**src/rtl/multdiv_sequencer_pkg.sv**
```systemverilog
// Shared types and defaults for the multiply/divide timing sequencer.
package multdiv_sequencer_pkg;

  typedef enum logic [1:0] {
    ST_IDLE = 2'd0,
    ST_RUN  = 2'd1,
    ST_DONE = 2'd2,
    ST_WB   = 2'd3
  } state_e;

  localparam int unsigned DEF_CNT_W    = 6;
  localparam int unsigned DEF_MULT_LAT = 32;
  localparam int unsigned DEF_DIV_LAT  = 33;
  localparam int unsigned DEF_WE_GAP   = 1;

  function automatic int unsigned max_lat(input int unsigned a, input int unsigned b);
    return (a > b) ? a : b;
  endfunction

endpackage

```
**src/rtl/multdiv_sequencer_cycle_counter.sv**
```systemverilog
// Binary iteration counter: synchronous clear has priority over enable.
module multdiv_sequencer_cycle_counter #(
  parameter int unsigned CNT_W = 6
) (
  input  logic             clock,
  input  logic             reset,
  input  logic             clear,
  input  logic             enable,
  output logic [CNT_W-1:0] count
);

  logic [CNT_W-1:0] count_d, count_q;

  // NOTE: combinational blocks assign a default first so no path leaves a signal unassigned (no latch).
  always_comb begin
    count_d = count_q;
    if (clear) begin
      count_d = '0;
    end else if (enable) begin
      count_d = count_q + CNT_W'(1);
    end
  end

  // NOTE: state registers use non-blocking assignments so every flop samples pre-edge values.
  always_ff @(posedge clock or negedge reset) begin
    if (!reset) begin
      count_q <= '0;
    end else begin
      count_q <= count_d;
    end
  end

  assign count = count_q;

endmodule

```
**src/rtl/multdiv_sequencer.sv**
```systemverilog
// Timing sequencer for the iterative multiplier/divider: FSM plus binary iteration
// counter producing datapath init/step and the writeback ready/we pair.
module multdiv_sequencer
  import multdiv_sequencer_pkg::*;
#(
  parameter int unsigned CNT_W    = DEF_CNT_W,
  parameter int unsigned MULT_LAT = DEF_MULT_LAT,
  parameter int unsigned DIV_LAT  = DEF_DIV_LAT,
  parameter int unsigned WE_GAP   = DEF_WE_GAP
) (
  input  logic             clock,
  input  logic             reset,
  input  logic             ctrl_mult,
  input  logic             ctrl_div,
  input  logic             hold,
  input  logic             cancel,
  output logic             busy,
  output logic             op_is_div,
  output logic             init,
  output logic             step,
  output logic             ready,
  output logic             we,
  output logic             op_err,
  output logic [CNT_W-1:0] count
);

  localparam int unsigned MaxLat = max_lat(MULT_LAT, DIV_LAT);

  if ((MULT_LAT < 1) || (DIV_LAT < 1) || (MaxLat > ((1 << CNT_W) - 1))) begin : g_bad_cfg
    $error("multdiv_sequencer: latencies must be >= 1 and fit in CNT_W bits");
  end

  localparam logic [CNT_W-1:0] MultLast = CNT_W'(MULT_LAT - 1);
  localparam logic [CNT_W-1:0] DivLast  = CNT_W'(DIV_LAT - 1);
  localparam bit               WbStage  = (WE_GAP != 0);

  state_e           state_d, state_q;
  logic             op_is_div_d, op_is_div_q;
  logic             init_d, init_q;
  logic             op_err_d, op_err_q;
  logic             cnt_clr, cnt_en;
  logic             start, both;
  logic [CNT_W-1:0] last_cnt;

  assign start    = ctrl_mult ^ ctrl_div;
  assign both     = ctrl_mult & ctrl_div;
  assign last_cnt = op_is_div_q ? DivLast : MultLast;

  // Priority: illegal op > start (restart) > cancel > hold > normal advance.
  always_comb begin
    state_d     = state_q;
    op_is_div_d = op_is_div_q;
    init_d      = init_q;
    op_err_d    = 1'b0;
    cnt_clr     = 1'b0;
    cnt_en      = 1'b0;

    if (both) begin
      state_d  = ST_IDLE;
      init_d   = 1'b0;
      op_err_d = 1'b1;
      cnt_clr  = 1'b1;
    end else if (start) begin
      state_d     = ST_RUN;
      op_is_div_d = ctrl_div;
      init_d      = 1'b1;
      cnt_clr     = 1'b1;
    end else if (cancel) begin
      state_d = ST_IDLE;
      init_d  = 1'b0;
      cnt_clr = 1'b1;
    end else begin
      case (state_q)
        ST_RUN: begin
          if (!hold) begin
            init_d = 1'b0;
            cnt_en = 1'b1;
            if (count == last_cnt) begin
              state_d = ST_DONE;
            end
          end
        end
        ST_DONE: begin
          if (WbStage) begin
            state_d = ST_WB;
          end else begin
            state_d = ST_IDLE;
            cnt_clr = 1'b1;
          end
        end
        ST_WB: begin
          state_d = ST_IDLE;
          cnt_clr = 1'b1;
        end
        default: begin
          state_d = ST_IDLE;
        end
      endcase
    end
  end

  always_ff @(posedge clock or negedge reset) begin
    if (!reset) begin
      state_q     <= ST_IDLE;
      op_is_div_q <= 1'b0;
      init_q      <= 1'b0;
      op_err_q    <= 1'b0;
    end else begin
      state_q     <= state_d;
      op_is_div_q <= op_is_div_d;
      init_q      <= init_d;
      op_err_q    <= op_err_d;
    end
  end

  multdiv_sequencer_cycle_counter #(
    .CNT_W (CNT_W)
  ) u_cycle_counter (
    .clock  (clock),
    .reset  (reset),
    .clear  (cnt_clr),
    .enable (cnt_en),
    .count  (count)
  );

  // step is the only output that sees an input: the datapath stall gates it directly.
  assign busy      = (state_q != ST_IDLE);
  assign op_is_div = op_is_div_q;
  assign init      = init_q;
  assign step      = (state_q == ST_RUN) && !hold;
  assign ready     = (state_q == ST_DONE);
  assign we        = WbStage ? (state_q == ST_WB) : (state_q == ST_DONE);
  assign op_err    = op_err_q;

endmodule

```
**config.mk**
```make
export PLATFORM = sky130hd
export DESIGN_NAME = multdiv_sequencer
export DESIGN_NICKNAME = d
export VERILOG_FILES = /design/src/rtl/multdiv_sequencer_pkg.sv /design/src/rtl/multdiv_sequencer_cycle_counter.sv /design/src/rtl/multdiv_sequencer.sv
export SDC_FILE = /design/constraint.sdc
export NUM_CORES = 1
export LEC_CHECK = 0
export ABC_AREA = 1
export BUFFER_PORTS_ARGS = -buffer_cell sky130_fd_sc_hd__clkbuf_2
export CORE_AREA = 3 3 46 48
export DETAILED_ROUTE_END_ITERATION = 6
export DIE_AREA = 0 0 49 51
export GPL_ROUTABILITY_DRIVEN = 1
export PLACE_DENSITY = 0.68
export SLEW_MARGIN = 20
export SYNTH_ARGS = -nofsm -noshare
export SYNTH_HDL_FRONTEND = slang
export SYNTH_SLANG_ARGS = --single-unit
```
**constraint.sdc**
```tcl
create_clock -name clock -period 3.6 [get_ports clock]
set_input_delay 0.18 -clock clock [delete_from_list [all_inputs] [get_ports clock]]
set_output_delay 0.18 -clock clock [all_outputs]
set_load 0.05 [all_outputs]
```
## After elaboration in Yosys (flattened, before gate mapping)

Index checks and enable logic that the tools add are counted.

- Register bits after elaboration: 11
- Output and inout port bits: 13
- Logic and storage cells: 48

- Add/subtract/negate cells: 1
- Equality and inequality tests: 7
- Muxes and demuxes: 24
- Bitwise gates (word level): 3
- Reductions and logical operators: 8

Operators by type and width:

| cell | count |
|---|---|
| 6-bit two-way mux | 3 |
| 1-bit two-way mux | 15 |
| 2-bit two-way mux | 5 |
| 5-bit != test, second input constant | 2 |
| 6-bit by 1-bit adder with 6-bit output, second input constant | 1 |
| 6-bit equality test | 1 |
| 2-bit AND reduction | 3 |
| 2-bit equality test, second input constant | 2 |
| 4-bit by 1-bit != test with 1-bit output, second input constant | 1 |
| 2-bit one-hot mux with 2 select lines | 1 |
| 2-bit nonzero test | 2 |
| 4-bit nonzero test | 1 |
| 2-bit by 1-bit equality test with 1-bit output, second input constant | 1 |
| 1-bit AND | 1 |
| 1-bit logical AND | 1 |
| 1-bit zero test | 1 |
| 1-bit inverter | 1 |
| 1-bit bitwise XOR | 1 |

## Depth between registers and ports, before layout

Gate-level depths: netlist of the first run.

- Word-level depth: 8
- Depth in mapped cells: 9

## Cells and area by module

Synthesis of the first run repeated with hierarchy kept, for this count alone.

- Cell total of the unflattened synthesis: 102
- Area total of the unflattened synthesis: 753.2 um^2

Modules (own cells, without submodules):

| module | instances | cells each | area an instance (um^2) | sequential area each (um^2) |
|---|---|---|---|---|
| multdiv_sequencer | 1 | 63 | 432.9 | 125.1 |
| multdiv_sequencer_cycle_counter | 1 | 39 | 320.3 | 150.1 |

## Worst setup path after synthesis of the first run

Ideal clock, no wire load.

- Path type: register -> register
- From: reg state_q[1]
- To: reg u_cycle_counter.count_q[4], in the netlist u_cycle_counter.count[4]
- Library setup time: 122 ps
- Arrival: 1364 ps
- Setup slack: 2114 ps
- Stages on the path, launching flop included: 8
- Path buffers: 0
- Cells stage by stage: dfrtp_1 > inv_1 > ha_1 > nand2_2 > inv_2 > nand3_1 > o21ai_1 > nor2_1

- Longest elaborated chain between the ends: 6

RTL lines:

| what | line | source |
|---|---|---|
| from (decl) | multdiv_sequencer.sv:37 | `state_e state_d, state_q;` |
| from (signal assigned) | multdiv_sequencer.sv:109 | `state_q <= state_d;` |
| 2-bit equality test or 2-bit by 1-bit equality test with 1-bit output (tied branches) | multdiv_sequencer.sv:73 | `case (state_q)` |
| 1-bit two-way mux, on equally long branches | n/a |  |
| 1-bit two-way mux | multdiv_sequencer.sv:68 | `end else if (cancel) begin` |
| 1-bit two-way mux | multdiv_sequencer.sv:63 | `end else if (start) begin` |
| 1-bit two-way mux | multdiv_sequencer.sv:58 | `if (both) begin` |
| 6-bit two-way mux or 2-bit nonzero test (tied branches) | n/a |  |
| to (signal assigned) | multdiv_sequencer_cycle_counter.sv:29 | `count_q <= count_d;` |
| to (decl) | multdiv_sequencer_cycle_counter.sv:12 | `logic [CNT_W-1:0] count_d, count_q;` |

Parallel ways exist; a longest one is shown, timed or not.
A chain may end at the register's enable or synchronous reset.

## Worst setup path after layout of the first run

- From: reg state_q[1]
- To: out step

- Longest elaborated chain between the ends: 2

RTL lines:

| what | line | source |
|---|---|---|
| 2-bit by 1-bit equality test with 1-bit output | multdiv_sequencer.sv:130 | `assign step = (state_q == ST_RUN) && !hold;` |
| 1-bit logical AND | multdiv_sequencer.sv:130 |  |
| to (decl) | multdiv_sequencer.sv:20 | `output logic step,` |

No other way between the ends.

==> flow_summary_export.csv, run 1 <==
group,metric,value,unit
outcome,status,"finished, final reports clean",
critical_path,r2r_setup_slack,2.17,ns
cells_and_area,area_delta_synth_final,22.58,%
routing,drc_errors,0,
logic_synthesis,yosysSeqAreaShare,0.3943,
timing,hold_ws,0.1472,ns
logic_synthesis,syn_avg_cell_area,8.025,sq um
power_and_ir_drop,pwr-share-clk,0.272,
clocking,cts_made_buffers,3,
logic_synthesis,ys_types,16,
global_route,grtUsageTotal,0.1358,
timing,slew_violations,0,
routing,wirelength,1409,um
critical_path,cp_data_arrival_time,1.59,ns
global_route,grt_max_degree,12,
cells_and_area,layout_commonest_cell,"clkbuf_2",
place,io_buffers,18,
clocking,clock_latency,0.27,ns
timing,max_clock_freq,0.5656,GHz
routing,ant_nets,0,
clocking,cts_setup_buffers,0,
timing,setup_viol,0,
place,hpwl,1140,um
cells_and_area,diodes,0,
routing,dr.pass1.iters,4,
place,place_area,819.5,sq um
cells_and_area,final_util,0.4903,
floorplan,die_y,51,um
routing,via_per_inst,4.696,
hold_path,holdPathStages,3,
global_route,antenna_found_initial,0,
critical_path,worst_ep_required_time,3.42,ns
routing,vias,634,
critical_path,r2r-start,"state_q[1]",
cells_and_area,finalInstanceArea,855.8,sq um
timing,fin_skew,0.004534,ns
power_and_ir_drop,p_sw,116.8,uW
hold_path,hold_end,"op_is_div",
logic_synthesis,syn_inst,87,
critical_path,startpoint_type,"flip-flop",
routing,drt_iter0_markers,11,
power_and_ir_drop,comb_power_share,0.292,
clocking,clock_path_buffers,2,
power_and_ir_drop,irDropWorstVdd,0.1821,mV
power_and_ir_drop,powerDensity,366.9,nW/um^2
critical_path,worstPathMaxFanout,6,
cells_and_area,mostFrequentLayoutCells,"clkbuf_2, nand2_1, nand3_1",
cells_and_area,fin_nets,124,
hold_path,hp-class,"input pin to flip-flop",
critical_path,reg2reg_to,"u_cycle_counter.count[5]",
clocking,tritoncts,"done",
global_route,grt_pass1_vias,615,
clocking,clock-sinks,11,
floorplan,coreArea,1745,sq um
floorplan,die_x,49,um
timing,final.min_clock_period,1.768,ns
critical_path,reg2regPathDepth,7,
floorplan,pin_count,19,
timing,fin_tns_setup,0,ns
logic_synthesis,ys_ff_latch,11,
power_and_ir_drop,p_sw_frac,0.3719,
logic_synthesis,yosysTopAreaCell,"dfrtp_1",
floorplan,initial_core_util,0.4000,
power_and_ir_drop,p_leak,0.0004504,uW
power_and_ir_drop,p_seq_frac,0.436,
clocking,cts.clk_slew.worst_paths,0.07,ns
critical_path,end_kind,"primary output",
clocking,cts.htree.levels,1,
clocking,root_buffer,"clkbuf_4",
clocking,cts_resized,0,
hold_path,min-delay-start,"ctrl_div",
global_route,grt_overflow_total,0,
flow_run,max-cap-violations,0,
timing,rsz0062_at_grt,"false",
floorplan,dieArea,2499,sq um
timing,fin_crit_sh,0.4911,
logic_synthesis,syn_nets,100,
logic_synthesis,syn_area,698.2,sq um
global_route,grt_pass1_wl,2622,um
logic_synthesis,synth.top_cell.area_share,0.3943,
timing,relSlewSlack,0.8029,
routing,routedWlPerCell,10.44,um
floorplan,rows,15,
place,routabilityCongestion,0.8374,
timing,final_hold_viol_count,0,
logic_synthesis,synth_warnings,0,
power_and_ir_drop,internal-power,197.2,uW
logic_synthesis,synth_area_leaders,"dfrtp_1, ha_1, nand3_1",
critical_path,criticalPathCategory,"flip-flop to primary output",
timing,worstMarginPinSlew,0.2957,ns
cells_and_area,layout-drive-gt1-share,0.2727,
cells_and_area,fillers,178,
## logic make-up after synthesis
kind of cell	after synthesis	synth area share
AND/OR/NAND/NOR	43	0.3154
buffers and inverters	15	0.08064
AO/OA/AOI/OAI	11	0.08423
flip-flops	11	0.3943
adder cells (fa/ha/maj)	7	0.1254
## critical path, cell delays in order (launching register included)
cell and delay [ns]:
dfrtp_1 0.41, inv_1 0.09, ha_1 0.28, nand2_2 0.14
inv_2 0.11, clkbuf_2 0.29
## timing repair
action	4_1_cts	5_1_grt
hold endpoints to repair	11	0
hold buffers	1	0
endpoints found under the setup margin	0	0
## flip-flops by register name (all words and copies together) (netlist names)
register,flops
init,1
op_err,1
op_is_div,1
state_q,2
u_cycle_counter.count,6
## cells in the mapped netlist, drive strengths merged
master and number:
nor3 1, nor2 8, o21ai 6, nand2 19, dfrtp 11, inv 15, a41oi 1, nand4 2
nand3 13, ha 7, a21oi 4
## worst max path at each step
stage               start                        to  slack, ns  depth (start not counted)
2_1_floorplan  state_q[1]  u_cycle_counter.count[4]       2.11                          7
3_3_place_gp   state_q[1]                      step       2.19                          5
3_5_place_dp   state_q[1]                      step       2.14                          5
4_1_cts        state_q[1]                      step       1.83                          5
5_1_grt        state_q[1]                      step       1.66                          5
6_report       state_q[1]                      step       1.83                          5
## stage by stage
step                      total power (uW)  worst slack (ns)  cells
after floorplan                      208.0             2.114     87
after global placement               229.1             2.188    130
after detailed placement             230.9             2.138    130
after CTS                            317.4             1.833    135
after global routing                 336.4             1.664    135
final                                314.0             1.832    135
## layout make-up
type | count | area [sq um] | share of cell area
tap | 25 | 31.28 | 0.03655
timing repair buffer | 19 | 100.1 | 0.1170
multi-input combinational | 61 | 366.6 | 0.4284
inverter | 15 | 56.30 | 0.06579
sequential | 11 | 275.3 | 0.3216
clock buffer | 4 | 26.28 | 0.03070
## layer usage
metal,share of wire,up-vias,track usage
met1,0.48,282,0.1790
met3,0.050,3,0.02915
met4,0.018,0,0.07109
met2,0.45,19,0.2081
li1,-,330,-
met5,0,-,0
## power groups by stage
stage	clock, uW	combinational (uW)	sequential (uW)
6_report	85.5	91.7	137
5_1_grt	96.3	102	138
4_1_cts	87.8	92.8	137
3_5_place_dp	0	91.6	139
3_3_place_gp	0	90.4	139
2_1_floorplan	0	53.5	154
Power figures use the tool's default switching activity.
==> run 2, diff against run 1 <==
PLACE_DENSITY = 0.7   (was 0.68)
clock period = 1.6 ns   (was 3.6 ns; I/O delays follow)
==> run 2 against run 1 <==
  * Clock power increased by 120%
  * Cell count unchanged
  * Critical endpoint unchanged
  * Routed wire length increased by 0.64%
  * Global-route usage decreased by 0.21 points
  * Clock-buffer cell count unchanged
  * First-iteration DRC count decreased by 27%
  * Power increased by 120%
  * Sequential power increased by 120%
  * Highest routed layer unchanged
==> flow_summary_export.csv, run 2 (synthesized netlist as in run 1, its figures left out) <==
group,metric,value,unit
floorplan,die_x,49,um
critical_path,worstPathMaxFanout,6,
global_route,grt_pass1_vias,606,
timing,worstMarginPinSlew,0.2919,ns
routing,wl_met2,640,um
timing,slew_violations,0,
flow_run,max-cap-violations,0,
cells_and_area,diodes,0,
power_and_ir_drop,powerDensity,815.8,nW/um^2
cells_and_area,finalInstanceArea,864.6,sq um
power_and_ir_drop,p_sw_frac,0.3644,
cells_and_area,layout-drive-gt1-share,0.2818,
global_route,grtUsageTotal,0.1336,
power_and_ir_drop,pwr-share-clk,0.261,
cells_and_area,regArea,275.3,sq um
timing,hold_ws,0.06722,ns
cells_and_area,area_delta_synth_final,23.84,%
critical_path,cp_slowest_cell,"dfrtp_1",
place,io_buffers,18,
power_and_ir_drop,p_leak,0.0004509,uW
routing,routedWlPerCell,10.50,um
critical_path,path_delay_family,"flip-flops",
clocking,root_buffer,"clkbuf_4",
place,hpwl,1177,um
clocking,cts.htree.levels,1,
cells_and_area,fin_nets,124,
critical_path,worst_ep_required_time,1.52,ns
clocking,cts.clk_slew.worst_paths,0.07,ns
timing,setup_ws,0.1071,ns
timing,rsz0062_at_grt,"false",
power_and_ir_drop,comb_power_share,0.302,
global_route,grt_pass1_wl,2553,um
cells_and_area,largest_register_ffs,6,
routing,wirelength,1418,um
timing,max_clock_freq,0.6698,GHz
routing,vias,644,
routing,top_layer_used,"met4",
power_and_ir_drop,p_sw,257.0,uW
clocking,clock_path_buffers,2,
critical_path,startpoint_type,"flip-flop",
critical_path,critPathMaxStageDelay,0.42,ns
floorplan,dieArea,2499,sq um
cells_and_area,mostFrequentLayoutCells,"nand2_1, clkbuf_2, nand3_1",
floorplan,initial_core_util,0.4000,
critical_path,criticalPathCategory,"flip-flop to primary output",
floorplan,pin_count,19,
hold_path,hp-class,"input pin to flip-flop",
routing,drc_errors,0,
timing,fin_skew,0.001400,ns
routing,m1WireLength,673,um
place,routabilityCongestion,0.8608,
routing,via_per_inst,4.770,
cells_and_area,fillers,184,
critical_path,r2r-start,"state_q[1]",
global_route,grt_overflow_total,0,
timing,final_hold_viol_count,0,
routing,dr.pass1.iters,4,
power_and_ir_drop,internal-power,448.3,uW
timing,setup_viol,0,
power_and_ir_drop,p_seq_frac,0.437,
clocking,clock_latency,0.26,ns
global_route,grt_max_degree,12,
routing,ant_nets,0,
place,place_area,819.5,sq um
floorplan,coreArea,1745,sq um
place,place_ws,0.1427,ns
floorplan,rows,15,
timing,final.min_clock_period,1.493,ns
clocking,cts_made_buffers,3,
critical_path,end_kind,"primary output",
routing,drt_iter0_markers,8,
outcome,status,"finished, final reports clean",
routing,wl_met3,79,um
global_route,antenna_found_initial,0,
timing,relSlewSlack,0.8054,
timing,fin_crit_sh,0.9331,
clocking,cts_setup_buffers,0,
critical_path,cp_cell_sequence,"inv_1 > ha_2 > nand2_2 > inv_2 > buf_6",
clocking,tritoncts,"done",
timing,fin_tns_setup,0,ns
critical_path,cp_data_arrival_time,1.41,ns
critical_path,cp-startpoint,"state_q[1]",
clocking,clock-sinks,11,
power_and_ir_drop,irDropWorstVdd,0.4473,mV
hold_path,min-delay-start,"ctrl_div",
critical_path,cp_num_buf_inv,3,
cells_and_area,multi_input_area,369.1,sq um
floorplan,die_y,51,um
==> run 2: final cells by class <==
type,instances,area share
timing repair buffer,19,0.1230
sequential,11,0.3184
clock buffer,4,0.03039
tap,25,0.03618
multi-input combinational,61,0.4269
inverter,15,0.06512
==> run 2: worst paths after layout <==
path | end | slack, ns | cells after the start
min in group asynchronous | u_cycle_counter.count[3] | 0.23 | 2
hold / removal | op_is_div | 0.07 | 3
max in group asynchronous | state_q[0] | 1.15 | 2
hold reg to reg | init | 0.52 | 2
setup reg to reg | u_cycle_counter.count[5] | 0.20 | 7
setup / recovery | step | 0.11 | 5
==> run 2: routing by layer <==
| metal | up-vias | global-route usage |
|---|---|---|
| met4 | 0 | 0.09005 |
| met5 | - | 0 |
| met1 | 287 | 0.1583 |
| li1 | 335 | - |
| met2 | 18 | 0.2149 |
| met3 | 4 | 0.03207 |
==> run 2: power groups by stage <==
stage | clock network, uW | registers (uW) | logic (uW)
CTS | 196 | 308 | 214
floorplan | 0 | 348 | 120
finish | 184 | 308 | 213
global placement | 0 | 312 | 204
global route | 210 | 310 | 235
detailed placement | 0 | 313 | 209
==> run 2: metrics by stage <==
step           total power [uW]    util  instances
3_3_place_gp              515.6  0.4695        130
4_1_cts                   718.0  0.4932        135
2_1_floorplan             468.0       -         87
5_1_grt                   754.9  0.4953        135
6_report                  705.4  0.4953        135
3_5_place_dp              522.0  0.4695        130
==> run 2: what timing repair did <==
item	CTS	global route
hold endpoints to repair	11	0
endpoints found under the setup margin	1	1
gates cloned	0	0
gates resized for setup	2	2
hold buffers	1	0
==> run 2: worst register-to-register path, cell delays in order, from the launching register on <==
cell     delay, ns
dfrtp_1       0.42
inv_1         0.10
ha_2          0.24
nand2_2       0.12
nor2_4        0.14
nand3_1       0.10
o21ai_1       0.13
a21oi_1       0.05
